===== src/rtl/ctrl_pkg.sv =====
// Shared encodings for the multi-cycle main control unit: opcodes, FSM states,
// instruction classes and datapath mux/ALU select codes.
package ctrl_pkg;

  localparam logic [5:0] OP_R    = 6'b111111;
  localparam logic [5:0] OP_ADDI = 6'b110111;
  localparam logic [5:0] OP_LUI  = 6'b110001;
  localparam logic [5:0] OP_LW   = 6'b100001;
  localparam logic [5:0] OP_SW   = 6'b100011;
  localparam logic [5:0] OP_BEQ  = 6'b111011;
  localparam logic [5:0] OP_BNE  = 6'b100101;
  localparam logic [5:0] OP_J    = 6'b100010;
  localparam logic [5:0] OP_JAL  = 6'b100111;

  localparam logic [5:0] FUNCT_JR = 6'b001000;

  typedef enum logic [3:0] {
    S_IDLE   = 4'd0,
    S_FETCH  = 4'd1,
    S_DECODE = 4'd2,
    S_EXEC   = 4'd3,
    S_MEMRD  = 4'd4,
    S_MEMWR  = 4'd5,
    S_WBALU  = 4'd6,
    S_WBMEM  = 4'd7,
    S_BRANCH = 4'd8,
    S_JUMP   = 4'd9,
    S_ERR    = 4'd10
  } state_t;

  typedef enum logic [3:0] {
    I_R, I_JR, I_ADDI, I_LUI, I_LW, I_SW, I_BEQ, I_BNE, I_J, I_JAL, I_ILL
  } instr_t;

  localparam logic [2:0] ALU_ADD  = 3'b000;
  localparam logic [2:0] ALU_R    = 3'b001;
  localparam logic [2:0] ALU_ADDI = 3'b010;
  localparam logic [2:0] ALU_LUI  = 3'b011;
  localparam logic [2:0] ALU_BEQ  = 3'b100;
  localparam logic [2:0] ALU_BNE  = 3'b110;

  localparam logic [1:0] PC_SRC_ALU    = 2'd0;
  localparam logic [1:0] PC_SRC_ALUOUT = 2'd1;
  localparam logic [1:0] PC_SRC_JUMP   = 2'd2;
  localparam logic [1:0] PC_SRC_RS     = 2'd3;

  localparam logic [1:0] ASB_RT     = 2'd0;
  localparam logic [1:0] ASB_FOUR   = 2'd1;
  localparam logic [1:0] ASB_IMM    = 2'd2;
  localparam logic [1:0] ASB_IMM_SH = 2'd3;

  localparam logic [1:0] RD_RT = 2'd0;
  localparam logic [1:0] RD_RD = 2'd1;
  localparam logic [1:0] RD_RA = 2'd2;

  localparam logic [1:0] M2R_ALUOUT = 2'd0;
  localparam logic [1:0] M2R_MDR    = 2'd1;
  localparam logic [1:0] M2R_PC     = 2'd2;

endpackage


===== src/rtl/mc_wait_timer.sv =====
// Memory wait-state counter: counts unanswered request cycles and flags the
// cycle in which the TIMEOUT-th consecutive wait occurs.
module mc_wait_timer #(
  parameter int unsigned TIMEOUT = 255
) (
  input  logic clk_i,
  input  logic rst_i,
  input  logic clear_i,
  input  logic wait_i,
  output logic expire_o
);

  localparam int unsigned CNT_W = $clog2(TIMEOUT + 1);
  localparam logic [CNT_W-1:0] LAST = CNT_W'(TIMEOUT - 1);

  logic [CNT_W-1:0] cnt_q, cnt_d;

  always_comb begin
    cnt_d = cnt_q;
    if (clear_i) begin
      cnt_d = '0;
    end else if (wait_i) begin
      cnt_d = cnt_q + CNT_W'(1);
    end
  end

  always_ff @(posedge clk_i) begin
    if (!rst_i) begin
      cnt_q <= '0;
    end else begin
      cnt_q <= cnt_d;
    end
  end

  // This wait cycle is the one that brings the count up to TIMEOUT.
  assign expire_o = wait_i && (cnt_q == LAST);

endmodule


===== src/rtl/multicycle_ctrl.sv =====
// Multi-cycle main control FSM for the Lab CPU: steps each instruction through
// fetch/decode/execute/memory/write-back with a memory wait-state timeout.
module multicycle_ctrl
  import ctrl_pkg::*;
#(
  parameter int unsigned OP_W    = 6,
  parameter int unsigned FUNCT_W = 6,
  parameter int unsigned ALUOP_W = 3,
  parameter int unsigned TIMEOUT = 255,
  parameter bit          EN_JAL  = 1'b1
) (
  input  logic               clk_i,
  input  logic               rst_i,
  input  logic [OP_W-1:0]    instr_op_i,
  input  logic [FUNCT_W-1:0] funct_i,
  input  logic               mem_ready_i,
  output logic               mem_req_o,
  output logic               mem_we_o,
  output logic               iord_o,
  output logic               ir_write_o,
  output logic               pc_write_o,
  output logic               branch_o,
  output logic               branch_type_o,
  output logic [1:0]         pc_src_o,
  output logic               alu_src_a_o,
  output logic [1:0]         alu_src_b_o,
  output logic [ALUOP_W-1:0] alu_op_o,
  output logic               reg_write_o,
  output logic [1:0]         reg_dst_o,
  output logic [1:0]         mem_to_reg_o,
  output logic               illegal_o,
  output logic               timeout_o,
  output logic [3:0]         state_o
);

  state_t state_q, state_d;
  logic   illegal_q, illegal_d;
  logic   timeout_q, timeout_d;
  instr_t cls;
  logic   mem_wait, expire;

  always_comb begin
    cls = I_ILL;
    if (instr_op_i == OP_W'(OP_R)) begin
      cls = (funct_i == FUNCT_W'(FUNCT_JR)) ? I_JR : I_R;
    end else if (instr_op_i == OP_W'(OP_ADDI)) cls = I_ADDI;
    else if (instr_op_i == OP_W'(OP_LUI))      cls = I_LUI;
    else if (instr_op_i == OP_W'(OP_LW))       cls = I_LW;
    else if (instr_op_i == OP_W'(OP_SW))       cls = I_SW;
    else if (instr_op_i == OP_W'(OP_BEQ))      cls = I_BEQ;
    else if (instr_op_i == OP_W'(OP_BNE))      cls = I_BNE;
    else if (instr_op_i == OP_W'(OP_J))        cls = I_J;
    else if (instr_op_i == OP_W'(OP_JAL))      cls = EN_JAL ? I_JAL : I_ILL;
  end

  // Kept separate from the main decode so the timer path has no apparent loop.
  assign mem_wait = ((state_q == S_FETCH) || (state_q == S_MEMRD) || (state_q == S_MEMWR))
                    && !mem_ready_i;

  mc_wait_timer #(.TIMEOUT(TIMEOUT)) u_timer (
    .clk_i    (clk_i),
    .rst_i    (rst_i),
    .clear_i  (state_d != state_q),
    .wait_i   (mem_wait),
    .expire_o (expire)
  );

  always_comb begin
    state_d       = state_q;
    illegal_d     = illegal_q;
    timeout_d     = timeout_q;
    mem_req_o     = 1'b0;
    mem_we_o      = 1'b0;
    iord_o        = 1'b0;
    ir_write_o    = 1'b0;
    pc_write_o    = 1'b0;
    branch_o      = 1'b0;
    branch_type_o = 1'b0;
    pc_src_o      = PC_SRC_ALU;
    alu_src_a_o   = 1'b0;
    alu_src_b_o   = ASB_RT;
    alu_op_o      = ALUOP_W'(ALU_ADD);
    reg_write_o   = 1'b0;
    reg_dst_o     = RD_RT;
    mem_to_reg_o  = M2R_ALUOUT;
    unique case (state_q)
      S_IDLE: state_d = S_FETCH;
      S_FETCH: begin
        mem_req_o   = 1'b1;
        alu_src_b_o = ASB_FOUR;
        if (mem_ready_i) begin
          ir_write_o = 1'b1;
          pc_write_o = 1'b1;
          state_d    = S_DECODE;
        end else if (expire) begin
          timeout_d = 1'b1;
          state_d   = S_ERR;
        end
      end
      S_DECODE: begin
        alu_src_b_o = ASB_IMM_SH;
        unique case (cls)
          I_R, I_ADDI, I_LUI, I_LW, I_SW: state_d = S_EXEC;
          I_BEQ, I_BNE:                   state_d = S_BRANCH;
          I_J, I_JAL, I_JR:               state_d = S_JUMP;
          default: begin
            illegal_d = 1'b1;
            state_d   = S_ERR;
          end
        endcase
      end
      S_EXEC: begin
        alu_src_a_o = 1'b1;
        alu_src_b_o = (cls == I_R) ? ASB_RT : ASB_IMM;
        if (cls == I_R)         alu_op_o = ALUOP_W'(ALU_R);
        else if (cls == I_ADDI) alu_op_o = ALUOP_W'(ALU_ADDI);
        else if (cls == I_LUI)  alu_op_o = ALUOP_W'(ALU_LUI);
        if (cls == I_LW)        state_d = S_MEMRD;
        else if (cls == I_SW)   state_d = S_MEMWR;
        else                    state_d = S_WBALU;
      end
      S_MEMRD, S_MEMWR: begin
        mem_req_o = 1'b1;
        iord_o    = 1'b1;
        mem_we_o  = (state_q == S_MEMWR);
        if (mem_ready_i) begin
          state_d = (state_q == S_MEMRD) ? S_WBMEM : S_FETCH;
        end else if (expire) begin
          timeout_d = 1'b1;
          state_d   = S_ERR;
        end
      end
      S_WBALU: begin
        reg_write_o = 1'b1;
        reg_dst_o   = (cls == I_R) ? RD_RD : RD_RT;
        state_d     = S_FETCH;
      end
      S_WBMEM: begin
        reg_write_o  = 1'b1;
        mem_to_reg_o = M2R_MDR;
        state_d      = S_FETCH;
      end
      S_BRANCH: begin
        alu_src_a_o   = 1'b1;
        branch_o      = 1'b1;
        pc_src_o      = PC_SRC_ALUOUT;
        branch_type_o = (cls == I_BNE);
        alu_op_o      = (cls == I_BNE) ? ALUOP_W'(ALU_BNE) : ALUOP_W'(ALU_BEQ);
        state_d       = S_FETCH;
      end
      S_JUMP: begin
        pc_write_o = 1'b1;
        pc_src_o   = (cls == I_JR) ? PC_SRC_RS : PC_SRC_JUMP;
        if (cls == I_JAL) begin
          reg_write_o  = 1'b1;
          reg_dst_o    = RD_RA;
          mem_to_reg_o = M2R_PC;
        end
        state_d = S_FETCH;
      end
      S_ERR:   state_d = S_ERR;
      default: state_d = S_IDLE;
    endcase
  end

  always_ff @(posedge clk_i) begin
    if (!rst_i) begin
      state_q   <= S_IDLE;
      illegal_q <= 1'b0;
      timeout_q <= 1'b0;
    end else begin
      state_q   <= state_d;
      illegal_q <= illegal_d;
      timeout_q <= timeout_d;
    end
  end

  assign illegal_o = illegal_q;
  assign timeout_o = timeout_q;
  assign state_o   = state_q;

endmodule


===== config.mk =====
export PLATFORM = sky130hd
export DESIGN_NAME = multicycle_ctrl
export DESIGN_NICKNAME = d
export VERILOG_FILES = /design/src/rtl/ctrl_pkg.sv /design/src/rtl/mc_wait_timer.sv /design/src/rtl/multicycle_ctrl.sv
export SDC_FILE = /design/constraint.sdc
export NUM_CORES = 1
export LEC_CHECK = 0
export CORE_MARGIN = 5
export CORE_UTILIZATION = 47
export CTS_BUF_LIST = sky130_fd_sc_hd__clkbuf_8
export DETAILED_ROUTE_END_ITERATION = 10
export GPL_ROUTABILITY_DRIVEN = 0
export PLACE_DENSITY = 0.92
export SKIP_CTS_REPAIR_TIMING = 1
export SYNTH_ARGS = -nofsm -noshare
export SYNTH_HDL_FRONTEND = slang
export SYNTH_SLANG_ARGS = --single-unit

===== constraint.sdc =====
create_clock -name clk_i -period 2.7 [get_ports clk_i]
set_clock_uncertainty 0.05 [all_clocks]
set_input_delay 0.54 -clock clk_i [delete_from_list [all_inputs] [get_ports clk_i]]
set_output_delay 0.54 -clock clk_i [all_outputs]
set_load 0.01 [all_outputs]

# Word level (Yosys, flattened, before mapping)
# Cells that the tools add are included.
[word_totals]
out_inout_bits = 26
reg_bits = 14
[op_classes]
eq_ne = 31
bitwise_logic = 3
n_reduce_logical = 19
add_sub_neg = 1
n_mux = 42
[ops]
columns = ["operator", "n"]
rows = [
  ["$eq A6 B6 Y1 const B", 9],
  ["$mux W4", 10],
  ["$eq A4 B3 Y1 const B", 8],
  ["$pmux W4 S6", 1],
  ["$eq A4 B4 Y1 const B", 5],
  ["$mux W2", 10],
  ["$eq A4 B2 Y1 const B", 4],
  ["$mux W1", 12],
  ["$pmux W2 S2", 3],
  ["$pmux W4 S3", 1],
  ["$reduce_or A10 Y1", 1],
  ["$reduce_or A2 Y1", 5],
  ["$reduce_or A5 Y1", 2],
  ["$add A8 B1 Y8 const B", 1],
  ["$eq A4 B1 Y1 const B", 2],
  ["$eq A8 B8 Y1 const B", 1],
  ["$logic_not A4 Y1", 2],
  ["$eq A6 B4 Y1 const B", 1],
  ["$pmux W2 S3", 1],
  ["$pmux W3 S2", 1],
  ["$reduce_or A3 Y1", 2],
  ["$ne A4 B4 Y1", 1],
  ["$pmux W1 S2", 2],
  ["$mux W3", 1],
  ["6 further kinds", 10],
]

# Depth between registers and ports, before layout
[depth]
word_depth = 16
ltp_mapped = 8
depth_no_buf = 8

# By module
# From an unflattened synthesis, not the netlist that was laid out.
[unflattened]
hier_cells = 185
area_unflattened_um2 = 1331.3
[by_module_without_submodules]
columns = ["mod", "area_per_inst_um2", "seq_area_each_um2", "n_inst", "cells_per_inst"]
rows = [
  ["multicycle_ctrl", 962.2, 120.1, 1, 143],
  ["mc_wait_timer", 369.1, 160.2, 1, 42],
]

# Least setup slack after synthesis
# No wires, ideal clock.
[synth_timing]
kind = "input -> output"
startpoint = "input instr_op_i[2]"
endpoint = "output reg_dst_o[1]"
path_stages = 8
slack_ns = -0.002
t_arrival_ns = 2.112
n_path_buf = 2
cell_sequence = "buf_2 > nor2b_1 > o21bai_1 > a31oi_1 > a21oi_1 > nand2_1 > nor4_1 > buf_4"
[synth_via]
elab_chain_cells = 13
[synth_rtl]
columns = ["item", "line_no", "rtl"]
rows = [
  ["from (decl)", "multicycle_ctrl.sv:14", "input logic [OP_W-1:0] instr_op_i,"],
  ["$eq A6 B6 Y1", "multicycle_ctrl.sv:53", "else if (instr_op_i == OP_W'(OP_JAL)) cls = EN_JAL ? I_JAL : I_ILL;"],
  ["$mux W2", "multicycle_ctrl.sv:53", ""],
  ["$mux W2", "multicycle_ctrl.sv:52", "else if (instr_op_i == OP_W'(OP_J)) cls = I_J;"],
  ["$mux W4", "multicycle_ctrl.sv:51", "else if (instr_op_i == OP_W'(OP_BNE)) cls = I_BNE;"],
  ["$mux W4", "multicycle_ctrl.sv:50", "else if (instr_op_i == OP_W'(OP_BEQ)) cls = I_BEQ;"],
  ["$mux W4", "multicycle_ctrl.sv:49", "else if (instr_op_i == OP_W'(OP_SW)) cls = I_SW;"],
  ["$mux W4", "multicycle_ctrl.sv:48", "else if (instr_op_i == OP_W'(OP_LW)) cls = I_LW;"],
  ["$mux W4", "multicycle_ctrl.sv:47", "else if (instr_op_i == OP_W'(OP_LUI)) cls = I_LUI;"],
  ["$mux W4", "multicycle_ctrl.sv:46", "end else if (instr_op_i == OP_W'(OP_ADDI)) cls = I_ADDI;"],
  ["$mux W4 *", "multicycle_ctrl.sv:44", "if (instr_op_i == OP_W'(OP_R)) begin"],
  ["$eq A4 B4 Y1 *", "multicycle_ctrl.sv:154", "if (cls == I_JAL) begin"],
  ["$mux W2 *", "multicycle_ctrl.sv:154", ""],
  ["$pmux W2 S2 *", "multicycle_ctrl.sv:86", "unique case (state_q)"],
  ["to (decl)", "multicycle_ctrl.sv:29", "output logic [1:0] reg_dst_o,"],
]
# Every way passes the cells marked *; elsewhere a longest branch is shown, timed or not.

# Final worst setup path
[layout_timing]
startpoint = "input instr_op_i[2]"
endpoint = "output reg_write_o"
[layout_via]
elab_chain_cells = 13
[layout_rtl]
columns = ["item", "line_no", "rtl"]
rows = [
  ["$eq A6 B6 Y1", "multicycle_ctrl.sv:53", ""],
  ["$mux W2", "multicycle_ctrl.sv:53", ""],
  ["$mux W2", "multicycle_ctrl.sv:52", ""],
  ["$mux W4", "multicycle_ctrl.sv:51", ""],
  ["$mux W4", "multicycle_ctrl.sv:50", ""],
  ["$mux W4", "multicycle_ctrl.sv:49", ""],
  ["$mux W4", "multicycle_ctrl.sv:48", ""],
  ["$mux W4", "multicycle_ctrl.sv:47", ""],
  ["$mux W4", "multicycle_ctrl.sv:46", ""],
  ["$mux W4 *", "multicycle_ctrl.sv:44", ""],
  ["$eq A4 B4 Y1 *", "multicycle_ctrl.sv:154", ""],
  ["$mux W1 *", "multicycle_ctrl.sv:154", ""],
  ["$pmux W1 S2 *", "multicycle_ctrl.sv:86", ""],
  ["to (decl)", "multicycle_ctrl.sv:28", "output logic reg_write_o,"],
]
# Marked as above.

==> metrics <==
status=finished, violations left; failing checks=setup timing; fin nets=257; most common flop cell mapped by yosys=dfxtp_1; Yosys top cell area share=22.7%; post-synth top area cell=dfxtp_1; global route overflow=0; antenna viol nets, final=0; crit path time final=2.82 ns; DR vias/cell=6.91; count of final max-slew check failures=0; synthesis warning total=0; crit end category=primary output; htree depth=1; Post-Layout Cell Count=269; reg-to-reg slack, setup=0.16 ns; CTS Buf Count=3; DRC viols=0; RSZ-0062 raised after global routing=yes; top cells by area, synth=dfxtp_1 (23%), nor2_1 (4.9%), nand2_1 (4.3%); wire length on met3=582 um; Fmax=0.354 GHz; syn nets=184; Critical Path AT=2.23 ns; async set or reset register ratio after synthesis=0%; CTS tree=done; Die Ht=61.3 um; Max FO, Critical Path=5; routed vias=1,858; wl on met1=2.07 mm; Skew-Pair Late Insertion Delay=0.25 ns; fraction of layout instances using a drive strength above 1=31.0%; syn_area_per_cell=7.39 um^2; Initial DRT Pass Iterations=5; Slew @ Worst Pin=0.621 ns; WP data required=2.11 ns; placed cells=264; # diodes=0; port buffer count=40; Starting Density=49.4%; register area share after synthesis=22.7%; Pleak=0.00103 uW; power per cell area=450 mW/mm^2; Area Growth Syn to Fin=72.3%; hold crit path type=flip-flop to flip-flop; Final Hold Viols=0; DR WL met2=2.97 mm; worst setup margin=-0.122 ns; relative slew slack=58.5%; first-pass GRT wire length=7.44 mm; DR WL/cell=23.0 um; CP Launch Type=input pin; row count=18; Ports=41; Synth Cell Area=0.00123 mm^2; gr usage total=26.1%; antenna violations before repair=0; WL final=6.18 mm; vias in the first global route=1,644; pin count of the biggest net entering global routing=15; clk sinks=14; final setup violation count=6; Pwr Total=957 uW; Crit Path Category=input pin to primary output; Worst VDD drop=566 uV; cells after synthesis=167; total core area=0.00250 mm^2; Max Buffers Root-to-Sink=2; Top Layer Used=met4; final critical-path share of the clock period=105%; flops & latches, synth=14; Initial DRC Count=268; die area=0.00375 mm^2; Clock Pin Slew Worst Setup and Hold Paths=0.06 ns; Max Cap Violations=0; CTS Root Cell=clkbuf_8; Synth cell types=50; DP HPWL=3.63 mm; Die Width=61.3 um; Post-synth EDFFs=0
[per-stage QoR]
step / worst slack, ns / hold slack (ns) / instance area, um^2 / TNS [ns] / utilization, %
final: -0.122 / 0.435 / 2130 / -0.289 / 85.1
after global routing: -0.138 / 0.450 / 2130 / -0.548 / 85.1
after CTS: -0.798 / 0.433 / 1950 / -6.87 / 77.9
after detailed placement: -0.790 / 0.419 / 1890 / -8.62 / 75.7
after global placement: -0.606 / 0.402 / 1890 / -6.39 / 75.7
after floorplan: 0.162 / 0.459 / 1240 / 0 / -
[worst max-delay path: stages]
cell and delay, ns:
dlymetal6s2s_1 0.21, and4_1 0.29, and3_4 0.21, a31oi_2 0.06, a21oi_2 0.19, nand2_2 0.13
o41ai_2 0.40, buf_2 0.20
[synth_stat cells, drive strengths merged, types with 5 or more instances]
cell type and number:
nor2 16, nand3 6, inv 8, a21oi 10, xnor2 5, buf 9
nor3 8, nand2 14, nor4 9, dfxtp 14, o21ai 5
[cell usage in the layout, fill, tap and decap left out, types with 3 or more instances in the layout]
cell,n
buf_4,37
clkdlybuf4s50_1,21
dlymetal6s2s_1,18
nor2_1,14
dfxtp_1,14
nand2_1,12
inv_1,8
nor3_1,7
nor4_1,7
nand3_1,6
a21oi_1,6
xnor2_1,5
a21oi_2,4
xor2_1,4
nand4_1,4
o21ai_0,4
o21a_1,4
clkbuf_8,4
nand2b_1,3
and3_1,3
or2_2,3
[state kept, by name, indices dropped and copies added (netlist names)]
signal / cells
timeout_o: 1
u_timer.cnt_q: 8
illegal_o: 1
state_o: 4
[path summary, 6_finish.rpt]
check,startpoint,end,depth (start not counted)
min,illegal_o,illegal_o,1
max,instr_op_i[2],reg_write_o,8
min reg2reg,illegal_o,illegal_o,1
max reg2reg,u_timer.cnt_q[0],u_timer.cnt_q[5],8
[per-layer routing]
layer / up-vias / track usage (%)
met5: - / 0
met4: 0 / 9.29
met3: 75 / 6.08
met2: 165 / 45.5
met1: 851 / 31.0
li1: 767 / -
[power by group]
part,switching [uW],internal [uW]
Combinational,291,224
Sequential,13.7,221
Clock,78.5,129
Total,383,574
[cell families (layout without fill, tap and decap cells)]
group / Yosys count / count (layout) / share of synthesized area (%)
buf+inv: 18 / 90 / 7.70
mux: 1 / 1 / 0.811
flops: 14 / 14 / 22.7
fa+ha+maj: 2 / 2 / 2.03
simple gates: 81 / 81 / 36.2
compound gates: 42 / 42 / 24.2
xor+xnor: 9 / 9 / 6.38
[cell type report]
class	count	area (um^2)
Clock buffer	4	55.1
Fill cell	136	372
Inverter	8	30.0
Multi-Input combinational cell	135	996
Sequential cell	14	280
Tap cell	30	37.5
Timing Repair Buffer	78	729
Note: power is estimated with default switching activity, not from simulation.
